--- src/rtl/memory_arbiter_if.sv ---
// Cache-side and RAM-side signal bundle around the memory arbiter.
// The arbiter takes the slave view; caches and RAM together take the master view.
interface memory_arbiter_if #(
  parameter int WORD_W = 32
);
  logic              iREN;
  logic [WORD_W-1:0] iaddr;
  logic              iwait;
  logic [WORD_W-1:0] iload;
  logic              dREN;
  logic              dWEN;
  logic [WORD_W-1:0] daddr;
  logic [WORD_W-1:0] dstore;
  logic              dwait;
  logic [WORD_W-1:0] dload;
  logic              ramREN;
  logic              ramWEN;
  logic [WORD_W-1:0] ramaddr;
  logic [WORD_W-1:0] ramstore;
  logic [WORD_W-1:0] ramload;
  logic              ramready;

  modport slave (
    input  iREN, iaddr, dREN, dWEN, daddr, dstore, ramload, ramready,
    output iwait, iload, dwait, dload, ramREN, ramWEN, ramaddr, ramstore
  );

  modport master (
    output iREN, iaddr, dREN, dWEN, daddr, dstore, ramload, ramready,
    input  iwait, iload, dwait, dload, ramREN, ramWEN, ramaddr, ramstore
  );
endinterface

--- src/rtl/memory_arbiter.sv ---
// Arbitrates icache fills and dcache reads/writes onto one single-port RAM.
// Dcache has priority; a bounded dcache streak keeps the icache from starving.
module memory_arbiter #(
  parameter int WORD_W      = 32,
  parameter int MAX_DSTREAK = 4
) (
  input  logic            CLK,
  input  logic            nRST,
  memory_arbiter_if.slave bus
);
  localparam int SW = $clog2(MAX_DSTREAK + 1);

  typedef enum logic [1:0] {IDLE, IGRANT, DGRANT} state_t;

  state_t            state_q, state_d;
  logic [SW-1:0]     dstreak_q, dstreak_d;
  logic              dreq, starve;
  logic              iwait, dwait, ram_ren, ram_wen;
  logic [WORD_W-1:0] iload, dload, ram_addr, ram_store;

  function automatic logic [SW-1:0] sat_inc(input logic [SW-1:0] v);
    if (v >= SW'(MAX_DSTREAK)) return SW'(MAX_DSTREAK);
    return v + SW'(1);
  endfunction

  always_ff @(posedge CLK or negedge nRST) begin
    if (!nRST) begin
      state_q   <= IDLE;
      dstreak_q <= '0;
    end else begin
      state_q   <= state_d;
      dstreak_q <= dstreak_d;
    end
  end

  assign dreq   = bus.dREN | bus.dWEN;
  assign starve = bus.iREN && (dstreak_q == SW'(MAX_DSTREAK));

  always_comb begin
    state_d   = state_q;
    dstreak_d = dstreak_q;
    iwait     = 1'b1;
    dwait     = 1'b1;
    iload     = '0;
    dload     = '0;
    ram_ren   = 1'b0;
    ram_wen   = 1'b0;
    ram_addr  = '0;
    ram_store = '0;
    case (state_q)
      IDLE: begin
        if (dreq && !starve) state_d = DGRANT;
        else if (bus.iREN)   state_d = IGRANT;
      end
      IGRANT: begin
        // A dropped request abandons the grant without touching the streak.
        state_d = IDLE;
        if (bus.iREN) begin
          ram_ren  = 1'b1;
          ram_addr = bus.iaddr;
          if (bus.ramready) begin
            iwait     = 1'b0;
            iload     = bus.ramload;
            dstreak_d = '0;
          end else begin
            state_d = IGRANT;
          end
        end
      end
      DGRANT: begin
        state_d = IDLE;
        if (dreq) begin
          ram_addr = bus.daddr;
          if (bus.dWEN) begin
            ram_wen   = 1'b1;
            ram_store = bus.dstore;
          end else begin
            ram_ren = 1'b1;
          end
          if (bus.ramready) begin
            dwait     = 1'b0;
            dload     = bus.dWEN ? '0 : bus.ramload;
            dstreak_d = bus.iREN ? sat_inc(dstreak_q) : '0;
          end else begin
            state_d = DGRANT;
          end
        end
      end
      default: state_d = IDLE;
    endcase
  end

  assign bus.iwait    = iwait;
  assign bus.iload    = iload;
  assign bus.dwait    = dwait;
  assign bus.dload    = dload;
  assign bus.ramREN   = ram_ren;
  assign bus.ramWEN   = ram_wen;
  assign bus.ramaddr  = ram_addr;
  assign bus.ramstore = ram_store;
endmodule

--- src/flat_wrapper.sv ---
// flat-port wrapper written by rule: the top's interface ports become plain ports
module memory_arbiter_flat 
#(
  parameter int WORD_W      = 32,
  parameter int MAX_DSTREAK = 4
)
  (CLK, nRST, bus_iREN, bus_iaddr, bus_dREN, bus_dWEN, bus_daddr, bus_dstore, bus_ramload, bus_ramready, bus_iwait, bus_iload, bus_dwait, bus_dload, bus_ramREN, bus_ramWEN, bus_ramaddr, bus_ramstore);
  memory_arbiter_if #(.WORD_W(WORD_W)) bus_i ();
  input  logic CLK;
  input  logic nRST;
  input wire logic [$bits(bus_i.iREN)-1:0] bus_iREN;
  input wire logic [$bits(bus_i.iaddr)-1:0] bus_iaddr;
  input wire logic [$bits(bus_i.dREN)-1:0] bus_dREN;
  input wire logic [$bits(bus_i.dWEN)-1:0] bus_dWEN;
  input wire logic [$bits(bus_i.daddr)-1:0] bus_daddr;
  input wire logic [$bits(bus_i.dstore)-1:0] bus_dstore;
  input wire logic [$bits(bus_i.ramload)-1:0] bus_ramload;
  input wire logic [$bits(bus_i.ramready)-1:0] bus_ramready;
  output wire logic [$bits(bus_i.iwait)-1:0] bus_iwait;
  output wire logic [$bits(bus_i.iload)-1:0] bus_iload;
  output wire logic [$bits(bus_i.dwait)-1:0] bus_dwait;
  output wire logic [$bits(bus_i.dload)-1:0] bus_dload;
  output wire logic [$bits(bus_i.ramREN)-1:0] bus_ramREN;
  output wire logic [$bits(bus_i.ramWEN)-1:0] bus_ramWEN;
  output wire logic [$bits(bus_i.ramaddr)-1:0] bus_ramaddr;
  output wire logic [$bits(bus_i.ramstore)-1:0] bus_ramstore;
  assign bus_i.iREN = bus_iREN;
  assign bus_i.iaddr = bus_iaddr;
  assign bus_i.dREN = bus_dREN;
  assign bus_i.dWEN = bus_dWEN;
  assign bus_i.daddr = bus_daddr;
  assign bus_i.dstore = bus_dstore;
  assign bus_i.ramload = bus_ramload;
  assign bus_i.ramready = bus_ramready;
  assign bus_iwait = bus_i.iwait;
  assign bus_iload = bus_i.iload;
  assign bus_dwait = bus_i.dwait;
  assign bus_dload = bus_i.dload;
  assign bus_ramREN = bus_i.ramREN;
  assign bus_ramWEN = bus_i.ramWEN;
  assign bus_ramaddr = bus_i.ramaddr;
  assign bus_ramstore = bus_i.ramstore;
  memory_arbiter #(.WORD_W(WORD_W), .MAX_DSTREAK(MAX_DSTREAK)) u_core (.CLK(CLK), .nRST(nRST), .bus(bus_i));
endmodule
--- config.mk ---
export PLATFORM = sky130hd
export DESIGN_NAME = memory_arbiter_flat
export DESIGN_NICKNAME = d
export VERILOG_FILES = /design/src/rtl/memory_arbiter_if.sv /design/src/rtl/memory_arbiter.sv /design/src/flat_wrapper.sv
export SDC_FILE = /design/constraint.sdc
export NUM_CORES = 1
export LEC_CHECK = 0
export BUFFER_PORTS_ARGS = -buffer_cell sky130_fd_sc_hd__clkbuf_2
export CORE_AREA = 2 2 102 104
export DETAILED_ROUTE_END_ITERATION = 12
export DIE_AREA = 0 0 104 106
export SLEW_MARGIN = 0
export SYNTH_ARGS = -nofsm -noshare
export SYNTH_HDL_FRONTEND = slang
export SYNTH_SLANG_ARGS = --single-unit
--- constraint.sdc ---
create_clock -name CLK -period 1.8 [get_ports CLK]
set_clock_uncertainty 0.1 [all_clocks]
set_input_delay 0.27 -clock CLK [delete_from_list [all_inputs] [get_ports CLK]]
set_output_delay 0.27 -clock CLK [all_outputs]
set_load 0.01 [all_outputs]
Word-level counts from Yosys, hierarchy flattened --
Cells that the tools add are included.
Word-level totals: flip-flop bits (word level) 5, bits of input ports 134, logic and storage cells 63, output and inout port bits 132
Operators by class: add/sub/neg operators 1, multiplexer cells 44, bitwise gates (word level) 1, eq/ne operators 8, order comparisons 1, reductions and logical operators 6
Operator list (count):
- 2-to-1 mux 32 bit | 12
- one-hot mux 32 bit (2 select lines) | 1
- 2-to-1 mux 3 bit | 7
- 2-to-1 mux 1 bit | 16
- 2-to-1 mux 2 bit | 5
- != test 2 bit, second input constant | 3
- one-hot mux 2 bit (3 select lines) | 1
- one-hot mux 3 bit (2 select lines) | 1
- AND reduction 5 bit | 1
- adder 3 x 1 -> 3 bit, second input constant | 1
- == test 3 bit, second input constant | 1
- greater-or-equal comparator 3 bit, second input constant | 1
- != test 3 x 2 -> 1 bit, second input constant | 1
- == test 2 x 1 -> 1 bit, second input constant | 1
- == test 2 bit, second input constant | 1
- logical AND 1 bit | 2
- zero test 2 bit | 1
- != test 2 x 1 -> 1 bit, second input constant | 1
- one-hot mux 1 bit (2 select lines) | 1
- nonzero test 2 bit | 1
- zero test 1 bit | 1
- bitwise OR 1 bit | 1

Longest topological paths before layout --
depth in word-level cells 10, depth in mapped cells 7, depth with buffers taken out 5

Worst setup path after synthesis --
OpenSTA, ideal clock, no wires.
path type reg-to-output, start point reg u_core.state_q[1], end point out bus_ramaddr[25], stages on the path, launching flop included 8, arrival time 1.368 ns, required time 1.430 ns, buffers on the path 2, setup slack 0.062 ns, cell sequence dfrtp_1 inv_1 ha_1 and2_1 buf_4 buf_2 a22oi_1 nor2b_1
On the way: longest elaborated chain between the ends 2, elaborated cells on any way between the ends 3, classes of those cells eq/ne (2); mux (1)
Ends and longest elaborated chain:
- start, declared | RTL line memory_arbiter.sv:15 | state_t state_q, state_d;
- start signal, assigned | RTL line memory_arbiter.sv:31 | state_q <= state_d;
- == test 2 bit / == test 2 x 1 -> 1 bit (equally long branches)
- one-hot mux 32 bit (2 select lines) * | RTL line memory_arbiter.sv:50 | case (state_q)
- end, declared | RTL line flat_wrapper.sv:25 | output wire logic [$bits(bus_i.ramaddr)-1:0] bus_ramaddr;
Mark *: on every way between the ends. The rest lies on a longest branch, timed or not.

Worst setup path in the final report --
start point reg u_core.state_q[1], end point out bus_dload[21]
On the way: longest elaborated chain between the ends 2
Ends and longest elaborated chain:
- == test 2 bit
- 2-to-1 mux 32 bit | RTL line memory_arbiter.sv:50
- end, declared | RTL line flat_wrapper.sv:22 | output wire logic [$bits(bus_i.dload)-1:0] bus_dload;
Every way passes these cells.

==> impl_metrics.json <==
{
  "yosysUniqueCellTypes": 27,
  "multiInputGateArea_um2": 1630,
  "switchingPower_mw": 1.38,
  "endpoint": "bus_dload[21]",
  "hold_class": "input port to asynchronous set/reset pin",
  "p_sw_share_pct": 43.2,
  "netlist_instances": 237,
  "io_buffers": 265,
  "grt_max_degree": 61,
  "pre_cts_slack_ns": -0.0491,
  "hpwl_mm": 6.34,
  "syn_to_final_growth_pct": 161,
  "routed_via_density": 4.57,
  "p_leak_nw": 2.36,
  "cap_violations": 0,
  "post_dp_cell_area_um2": 3120,
  "start_util_pct": 15.9,
  "fin_tns_setup_ns": -22.20,
  "ys_ff_latch": 5,
  "critPathLaunchType": "flip-flop",
  "tightestPinTransition_ns": 0.238,
  "ir_worst_vdd_mv": 0.296,
  "rows": 37,
  "fmax_mhz": 483,
  "die_area_um2": 11000,
  "cts_buffer_depth": 2,
  "antenna_found_initial": 0,
  "yosysMostFrequentCell": "and3_1",
  "p_seq_share_pct": 6.0,
  "path_clk_slew_ns": 0.03,
  "yosysSeqAreaShare_pct": 7.85,
  "drive_gt1_share_pct": 71.4,
  "cp-startpoint": "u_core.state_q[1]$_DFFE_PN0P_",
  "die_y_um": 106,
  "violations": "negative setup slack",
  "yosys_warnings": 0,
  "htreeDepth": 1,
  "rsz0062_at_grt": "yes",
  "r2r_cells": 6,
  "grtUsageTotal_pct": 13.6,
  "async_flop_share_pct": 100,
  "synth_ff_type": "dfrtp_1",
  "worstPathArrival_ns": 1.70,
  "final_area_um2": 4160,
  "drt-pass1-iter-count": 4,
  "nFillCells": 991,
  "synth-edff-count": 0,
  "wl_per_cell_um": 15.9,
  "worstReg2RegEnd": "u_core.dstreak_q[0]$_DFFE_PN0P_",
  "grt-ovfl-total": 0,
  "netlist_top_cells_count": "and3_1, nor2b_1, a22oi_1",
  "grt_pass1_wl_mm": 12.7,
  "fp.dieW_um": 104,
  "layout.nets": 652,
  "grt_pass1_vias": 2589,
  "worst_slack_ns": -0.270,
  "powerDensity_nw_per_um2": 766,
  "synth_top_area_share_pct": 37.7,
  "rr_startpoint": "u_core.state_q[1]$_DFFE_PN0P_",
  "gp_congestion": 0.767,
  "io_pins": 266,
  "maxSlewViolCount": 0,
  "reg2reg_slack_ns": 0.03,
  "finalPower_mw": 3.19,
  "combPwrFrac_pct": 87.6,
  "slew_headroom_pct": 84.1,
  "worstPathRequired_ns": 1.43,
  "cts_tree": "yes",
  "wirelength_mm": 10.3,
  "synthTopCellsByArea": "and3_1, a22oi_1, nor2b_1",
  "syn_area_um2": 1590,
  "core_area_um2": 10000,
  "drcViolationCount": 0,
  "hold_violations": 0,
  "seqCellArea_um2": 126,
  "cts_root_buf": "clkbuf_8",
  "synth.largest_area_cell": "and3_1",
  "clock_latency_ns": 0.22,
  "p_clk_share_pct": 6.4,
  "intPower_mw": 1.81,
  "finalSetupViolCount": 132,
  "post-route-period-util_pct": 115,
  "ant_nets": 0,
  "dr_total_vias": 2954,
  "antenna_cells": 0,
  "crit_path_max_fanout": 8,
  "crit_type": "flip-flop to output pin",
  "critPathCaptureType": "output pin",
  "layout_min_cycle_time_ns": 2.07,
  "syn_nets": 377,
  "cts_sinks": 5,
  "drtIter0Drc": 167,
  "status": "complete, but fails checks",
  "numCtsBuffers": 3,
  "syn_area_per_cell_um2": 6.73
}
[flip-flops by register name, indices dropped and copies added (netlist names)]
signal            cells
u_core.state_q        2
u_core.dstreak_q      3
[power by group through the flow]
stage          Sequential, mW  Clock, mW  Combinational, mW
2_1_floorplan           0.178          0               1.12
3_3_place_gp            0.184          0               1.88
3_5_place_dp            0.187          0               1.92
4_1_cts                 0.187      0.213               2.31
5_1_grt                 0.198      0.222               2.97
6_report                0.192      0.203               2.79
[final cells by class]
type,count,area share [%]
clock buffer,4,1.08
inverter,5,0.451
multi-input combinational,196,39.3
sequential,5,3.04
tap,136,4.09
timing repair buffer,301,52.0
[layer usage]
layer	global-route usage, %	share of wire, %	vias up
met5	0	0	-
met1	17.0	39	1365
met4	2.22	1.3	0
met2	24.2	52	159
li1	-	-	1420
met3	3.25	7.6	10
[layout by cell type (no fill, tap or decap), types with 2 or more instances in the layout]
master     Yosys  layout
inv_2          0       2
clkbuf_2       2     203
ha_1           6       3
a22oi_2        0      19
clkbuf_8       0       3
o21ai_0        2       2
dfrtp_1        5       4
and2_1         3       2
buf_16         0       3
inv_1          5       3
buf_2          7      32
and3_1        96      66
ha_4           0       3
buf_12         0      11
a22oi_1       33      14
clkbuf_16      0       9
buf_4          2       7
nor2b_1       34      34
and3_4         0      30
nand3_1        3       3
nand2_1        4       3
buf_6          0      34
[worst min-delay path by stage]
stage               from                         endpoint  slack, ns  depth (start not counted)
floorplan           nRST  u_core.dstreak_q[0]$_DFFE_PN0P_      -0.13                          0
global placement    nRST  u_core.dstreak_q[0]$_DFFE_PN0P_      -0.01                          1
detailed placement  nRST  u_core.dstreak_q[0]$_DFFE_PN0P_     -0.002                          1
CTS                 nRST  u_core.dstreak_q[0]$_DFFE_PN0P_       0.30                          2
global route        nRST  u_core.dstreak_q[0]$_DFFE_PN0P_       0.33                          2
finish              nRST  u_core.dstreak_q[0]$_DFFE_PN0P_       0.30                          2
[cells by family after synthesis]
family | Yosys count | share of synthesized area (%)
compound gates | 42 | 19.7
fa+ha+maj | 6 | 4.71
buf+inv | 36 | 9.65
flops | 5 | 7.85
mux | 3 | 1.96
simple gates | 145 | 56.1
[through the flow]
| step | cells | utilization (%) | hold slack [ns] |
|---|---|---|---|
| detailed placement | 620 | 31.2 | -0.00244 |
| global placement | 620 | 31.2 | -0.00951 |
| global route | 647 | 41.6 | 0.329 |
| floorplan | 237 | - | -0.126 |
| CTS | 633 | 34.2 | 0.303 |
| finish | 647 | 41.6 | 0.301 |
[critical path, stage by stage, from the launching register on]
cell	delay (ns)
dfrtp_1	0.41
buf_6	0.13
ha_4	0.14
nand2_2	0.06
nor2_4	0.15
buf_6	0.13
clkbuf_16	0.15
and3_1	0.18
buf_2	0.13
[what timing repair did]
| item | in CTS | in global routing |
|---|---|---|
| gates resized for setup | 25 | 151 |
| hold endpoints to repair | 5 | 0 |
| buffers inserted | 4 | 5 |
| cloned | 4 | 11 |
| pin swaps | 0 | 32 |
| hold buffers | 1 | 0 |
| endpoints found under the setup margin | 132 | 134 |
No activity file was read; power rests on OpenSTA's default activity.
